$ cat src/rtl/line_clear_ctrl.sv
// line_clear_ctrl: owns the board memory port during the clear phase.
// Scans rows bottom-up and stops a row's scan at its first empty cell.
// A full row is removed by copying every row above it down by one and then
// blanking the top row. The same row index is scanned again afterwards,
// because a different row has now moved into it.
module line_clear_ctrl #(
    parameter int COLS = 10,
    parameter int ROWS = 20,
    parameter int XW   = 4,
    parameter int YW   = 5
) (
    input  logic          CLOCK_50,
    input  logic          resetn,
    input  logic          start,
    output logic          busy,
    output logic          done,
    output logic [YW-1:0] lines_cleared,
    output logic [XW-1:0] board_rx,
    output logic [YW-1:0] board_ry,
    input  logic          board_rdata,
    output logic          board_we,
    output logic [XW-1:0] board_wx,
    output logic [YW-1:0] board_wy,
    output logic          board_wdata
);

    localparam logic [XW-1:0] X_LAST = XW'(COLS - 1);
    localparam logic [XW-1:0] X_ONE  = XW'(1);
    localparam logic [YW-1:0] Y_TOP  = YW'(ROWS - 1);
    localparam logic [YW-1:0] Y_ONE  = YW'(1);

    typedef enum logic [2:0] {
        IDLE, SCAN_RD, SCAN_CHK, COPY_RD, COPY_WR, CLR_TOP, DONE
    } state_t;

    state_t        state, state_n;
    logic [YW-1:0] r, r_n;        // row being scanned
    logic [YW-1:0] y, y_n;        // destination row of the shift
    logic [XW-1:0] x, x_n;        // column, shared by scan, copy and clear
    logic [YW-1:0] lc_n;

    // state and counter registers
    always_ff @(posedge CLOCK_50 or negedge resetn) begin
        if (!resetn) begin
            state         <= IDLE;
            r             <= '0;
            y             <= '0;
            x             <= '0;
            lines_cleared <= '0;
        end else begin
            state         <= state_n;
            r             <= r_n;
            y             <= y_n;
            x             <= x_n;
            lines_cleared <= lc_n;
        end
    end

    // next-state and counter updates
    always_comb begin
        state_n = state;
        r_n     = r;
        y_n     = y;
        x_n     = x;
        lc_n    = lines_cleared;
        case (state)
            IDLE: begin
                if (start) begin
                    r_n     = Y_TOP;
                    x_n     = '0;
                    lc_n    = '0;
                    state_n = SCAN_RD;
                end
            end
            SCAN_RD: state_n = SCAN_CHK;
            SCAN_CHK: begin
                if (!board_rdata) begin
                    x_n = '0;
                    if (r == '0) begin
                        state_n = DONE;
                    end else begin
                        r_n     = r - Y_ONE;
                        state_n = SCAN_RD;
                    end
                end else if (x != X_LAST) begin
                    x_n     = x + X_ONE;
                    state_n = SCAN_RD;
                end else begin
                    lc_n    = lines_cleared + Y_ONE;
                    y_n     = r;
                    x_n     = '0;
                    state_n = (r != '0) ? COPY_RD : CLR_TOP;
                end
            end
            COPY_RD: state_n = COPY_WR;
            COPY_WR: begin
                if (x != X_LAST) begin
                    x_n     = x + X_ONE;
                    state_n = COPY_RD;
                end else if (y > Y_ONE) begin
                    y_n     = y - Y_ONE;
                    x_n     = '0;
                    state_n = COPY_RD;
                end else begin
                    x_n     = '0;
                    state_n = CLR_TOP;
                end
            end
            CLR_TOP: begin
                if (x != X_LAST) begin
                    x_n = x + X_ONE;
                end else begin
                    x_n     = '0;
                    state_n = SCAN_RD;
                end
            end
            DONE:    state_n = IDLE;
            default: state_n = IDLE;
        endcase
    end

    // memory port and handshake outputs; only wdata sees rdata, during a copy
    always_comb begin
        busy        = (state != IDLE);
        done        = (state == DONE);
        board_rx    = '0;
        board_ry    = '0;
        board_we    = 1'b0;
        board_wx    = '0;
        board_wy    = '0;
        board_wdata = 1'b0;
        case (state)
            SCAN_RD: begin
                board_rx = x;
                board_ry = r;
            end
            COPY_RD: begin
                board_rx = x;
                board_ry = y - Y_ONE;
            end
            COPY_WR: begin
                board_we    = 1'b1;
                board_wx    = x;
                board_wy    = y;
                board_wdata = board_rdata;
            end
            CLR_TOP: begin
                board_we = 1'b1;
                board_wx = x;
            end
            default: ;
        endcase
    end

endmodule

$ cat config.mk
export PLATFORM = sky130hd
export DESIGN_NAME = line_clear_ctrl
export DESIGN_NICKNAME = d
export VERILOG_FILES = /design/src/rtl/line_clear_ctrl.sv
export SDC_FILE = /design/constraint.sdc
export NUM_CORES = 1
export LEC_CHECK = 0
export CAP_MARGIN = 30
export CORE_UTILIZATION = 40
export DETAILED_ROUTE_END_ITERATION = 6
export SETUP_SLACK_MARGIN = 0.5
export SYNTH_ARGS = -nofsm -noshare
export SYNTH_HDL_FRONTEND = slang
export SYNTH_SLANG_ARGS = --single-unit
export TNS_END_PERCENT = 20
$ cat constraint.sdc
create_clock -name CLOCK_50 -period 2 [get_ports CLOCK_50]
set_input_delay 0.5 -clock CLOCK_50 [delete_from_list [all_inputs] [get_ports CLOCK_50]]
set_output_delay 0.5 -clock CLOCK_50 [all_outputs]
set_load 0.1 [all_outputs]
# --- After elaboration in Yosys (flattened, before gate mapping) ---
# Index checks and enable logic that the tools add are counted.
totals:
  register_bits: 22
  latch_bits: 0
  ram_bits: 0
  mem_bits_ro: 0
  in_bits: 4
  output_inout_bits: 27
  wordCells: 71
  memories: 0
op_classes:
  n_addsub: 4
  n_mul: 0
  div_mod_pow: 0
  n_lt_le_gt_ge: 1
  eq_ne: 15
  n_shift: 0
  muxes: 32
  bitwise: 0
  reduce_logical: 14
op_table:
  columns: ["cell", "n"]
  rows:
  - ["$mux 5", 11]
  - ["$pmux 5 s2", 4]
  - ["$mux 3", 8]
  - ["$mux 4", 5]
  - ["$pmux 3 s6", 1]
  - ["$ne 2x2->1 const B", 8]
  - ["$pmux 4 s3", 1]
  - ["$sub 5x1->5 const B", 2]
  - ["$eq 3x3->1 const B", 3]
  - ["$reduce_and 4->1", 2]
  - ["$eq 3x2->1 const B", 2]
  - ["$reduce_bool 3->1", 2]
  - ["$add 5x1->5 const B", 1]
  - ["$gt 5x1->1 const B", 1]
  - ["$logic_not 5->1", 1]
  - ["$reduce_and 5->1", 1]
  - ["$reduce_bool 5->1", 1]
  - ["$add 4x1->4 const B", 1]
  - ["$ne 4x4->1 const B", 1]
  - ["$reduce_and 2->1", 2]
  - ["$reduce_bool 2->1", 2]
  - ["$reduce_or 2->1", 2]
  - ["$eq 3x1->1 const B", 1]
  - ["$logic_not 3->1", 1]
  - ["$mux 1", 2]

# --- Depth between registers and ports, before layout ---
logic_depth:
  word_depth: 5
  ltp_mapped: 8
  mapped_depth_nobuf: 7

# --- Worst setup path before layout ---
# OpenSTA, ideal clock, no wires.
synth_timing:
  path_kind: "reg2out"
  start: "reg y[0]"
  end: "out board_ry[4]"
  t_arrival_ns: 3.227
  t_required_ns: 1.500
  setup_slack_ns: -1.727
  stages_incl_launch_ff: 6
  path_buffers: 0
  cell_sequence: "dfrtp_1 -> inv_1 -> ha_1 -> nand2_1 -> xor2_1 -> a211oi_1"
synth_between:
  elab_chain_cells: 2
synth_rtl:
  columns: ["element", "line", "text"]
  rows:
  - ["start, declared", "38", "logic [YW-1:0] y, y_n;"]
  - ["start signal, assigned", "53", "y <= y_n;"]
  - ["$sub 5x1->5", "139", "board_ry = y - Y_ONE;"]
  - ["$pmux 5 s2", "132", "case (state)"]
  - ["end, declared", "19", "output logic [YW-1:0] board_ry,"]
# Every way passes these cells.

# --- Worst setup path in the final report ---
# Same ends and word-level chain as after synthesis.

==> flow_metrics.env <==
export IMPL_status="finished, violations left"
export IMPL_failed_checks="negative setup slack"
export IMPL_cts_buffers=3
export IMPL_ys_warn_count=0
export IMPL_rsz0062_at_grt="yes"
export IMPL_fmax_mhz=476
export IMPL_crit_arrival_ns=1.60
export IMPL_synthArstFlopShare_pct=100
export IMPL_clock_latency_ns=0.27
export IMPL_wl_per_cell_um=17.2
export IMPL_drt_pass1_iter_count=4
export IMPL_yosysSeqAreaShare_pct=35.9
export IMPL_initial_core_util_pct=41.9
export IMPL_reg2reg_slack_ns=0.12
export IMPL_synth_distinct_cells=46
export IMPL_ys_ff_latch=22
export IMPL_place_congestion=0.818
export IMPL_area_growth_pct=91.1
export IMPL_critPathKind="register to output pin"
export IMPL_startpoint_type="register"
export IMPL_setup_violations_final=8
export IMPL_insertedDiodeCount=0
export IMPL_grt_first_pass_wirelength_mm=7.77
export IMPL_drive_above_1_share_pct=58.6
export IMPL_grt_antenna_before_repair=0
export IMPL_gr_usage_all_layers_pct=24.9
export IMPL_synthCells=177
export IMPL_nets=249
export IMPL_drc=0
export IMPL_synth_avg_cell_area_um2=8.67
export IMPL_grt_max_degree=23
export IMPL_clk_path_buf_depth=2
export IMPL_power_density_nw_per_um2=1350
export IMPL_io_pins=31
export IMPL_p_total_mw=3.97
export IMPL_cts_tree="built"
export IMPL_clock_sinks=22
export IMPL_numPlacedInstances=264
export IMPL_synth_edf_count=0
export IMPL_ant_nets=0
export IMPL_yosysTopAreaCell="dfrtp_1"
export IMPL_synth_top_area_share_pct=35.9
export IMPL_hold_viol_final=0
export IMPL_synth_area_um2=1530
export IMPL_p_int_mw=1.94
export IMPL_clkTransAtPathRegs_ns=0.09
export IMPL_r2r_end="r[4]"
export IMPL_dieArea_um2=4090
export IMPL_worst_pin_slew_ns=0.446
export IMPL_reg2regPathDepth=7
export IMPL_drt_initial_drc_count=89
export IMPL_vias=1566
export IMPL_portBuffers=30
export IMPL_instances_no_fill=285
export IMPL_vias_per_cell=5.49
export IMPL_maxCapViolations=0
export IMPL_path_max_fanout=3
export IMPL_synth_commonest_cells="22 x dfrtp_1, 19 x nor2_1, 15 x nand2_1, 11 x a21oi_1"
export IMPL_timing_rr_start="r[0]"
export IMPL_dp_hpwl_mm=3.15
export IMPL_leakage_nw=1.21
export IMPL_syn_num_nets=188
export IMPL_htree_levels=1
export IMPL_core_area_um2=3660
export IMPL_die_x_um=63.9
export IMPL_clockPowerShare_pct=8.4
export IMPL_die_h_um=63.9
export IMPL_fin_crit_ns=2.10
export IMPL_p_comb_share_pct=75.2
export IMPL_fp_row_count=22
export IMPL_hp_class="input port to async pin"
export IMPL_switching_share_pct=51.0
export IMPL_crit_required_ns=1.50
export IMPL_endpoint_kind="output pin"
export IMPL_fin_tns_setup_ns=-0.322
export IMPL_peakVddDrop_mv=1.32
export IMPL_skew_ns=0.00610
export IMPL_ys_flop_type="dfrtp_1"
export IMPL_netlist_top_cells_area="dfrtp_1 36%, ha_1 5.7%, nor2_1 4.6%"
export IMPL_maxSlewViolCount=0
export IMPL_grt_pass1_vias=1571
export IMPL_clock_root_buffer="clkbuf_8"
export IMPL_overflow=0
export IMPL_period_share_pct=105
export IMPL_seqPwrFrac_pct=16.4
export IMPL_slew_headroom_pct=70.1
export IMPL_cts_hold_buf=0
export IMPL_fin_ws_ns=-0.101
export IMPL_wl_mm=4.89
export IMPL_power_switching_mw=2.03
export IMPL_yosysMostFrequentCell="dfrtp_1"
-- routing by layer --
| metal | wire length (um) | vias up | share of wire, % | track usage (%) |
|---|---|---|---|---|
| met5 | 0 | - | 0 | 0 |
| met4 | 8 | 0 | 0.16 | 5.68 |
| met3 | 165 | 2 | 3.4 | 2.86 |
| met2 | 2600 | 33 | 53 | 43.0 |
| met1 | 2120 | 784 | 43 | 33.2 |
| li1 | - | 747 | - | - |
-- how the worst max path moves through the flow --
stage,startpoint,to,slack (ns),cells after the start
2_1_floorplan,y[0],board_ry[4],-0.29,5
3_3_place_gp,board_rdata,r[3],-0.004,6
3_5_place_dp,board_rdata,x[2],-0.02,7
4_1_cts,y[0],board_ry[4],-0.15,6
5_1_grt,y[1],board_ry[4],-0.15,6
6_report,y[0],board_ry[4],-0.10,6
-- power by group through the flow --
stage          Clock (mW)  Sequential, mW  Combinational, mW
2_1_floorplan           0           0.625               1.63
3_3_place_gp            0           0.622               2.34
3_5_place_dp            0           0.629               2.36
4_1_cts             0.336           0.646               2.88
5_1_grt             0.351           0.663               3.11
6_report            0.335           0.650               2.99
-- layout by cell type, fill, tap and decap left out, types with 5 or more instances in the layout --
cell,instances
nand2_1,10
o21ai_1,8
and2_4,8
buf_6,5
dfrtp_1,18
buf_12,30
a21oi_1,7
buf_4,23
inv_2,5
nor2_1,12
-- critical path: stages, from the launching register on --
cell and delay, ns:
dfrtp_2 0.43, inv_2 0.08, ha_4 0.14, nand2_4 0.06, xor2_2 0.16, a211oi_4 0.26
buf_12 0.21
-- kinds of logic (layout without fill, tap and decap cells) --
| family | Yosys count | in the layout | synth area share, % |
|---|---|---|---|
| AOI/OAI and AO/OA | 47 | 47 | 19.2 |
| xor gates and xnor gates | 8 | 8 | 4.57 |
| adders and majority gates | 7 | 7 | 5.71 |
| buffers and inverters | 17 | 77 | 4.89 |
| DFF | 22 | 22 | 35.9 |
| muxes | 2 | 2 | 1.39 |
| and+or+nand+nor | 74 | 74 | 28.4 |
-- metrics by stage --
stage	utilization, %	cell area, um^2	hold slack [ns]	setup slack, ns
6_report	80.1	2930	0.595	-0.101
5_1_grt	80.1	2930	0.615	-0.151
4_1_cts	77.6	2840	0.581	-0.149
3_5_place_dp	66.0	2420	0.548	-0.0234
3_3_place_gp	66.0	2420	0.527	-0.00430
2_1_floorplan	-	1720	0.204	-0.289
-- repair_timing --
item	in CTS	in global routing
gates resized for setup	59	23
endpoints found under the setup margin	42	43
buffers inserted	12	3
pin swaps	33	38
cloned	2	0
-- final cells by class --
cell class              count  area [um^2]
clock buffers               4         55.1
well taps                  48         60.1
multi-input cells         138         1280
fillers                   210          729
flip-flops and latches     22          556
repair buffers             64          938
inverters                   9         41.3
-- flip-flops by register name, indices dropped and copies added, names as in the netlist --
register and flops:
state 3, lines_cleared 5, x 4, r 5
y 5
No activity file was read; power rests on OpenSTA's default activity.
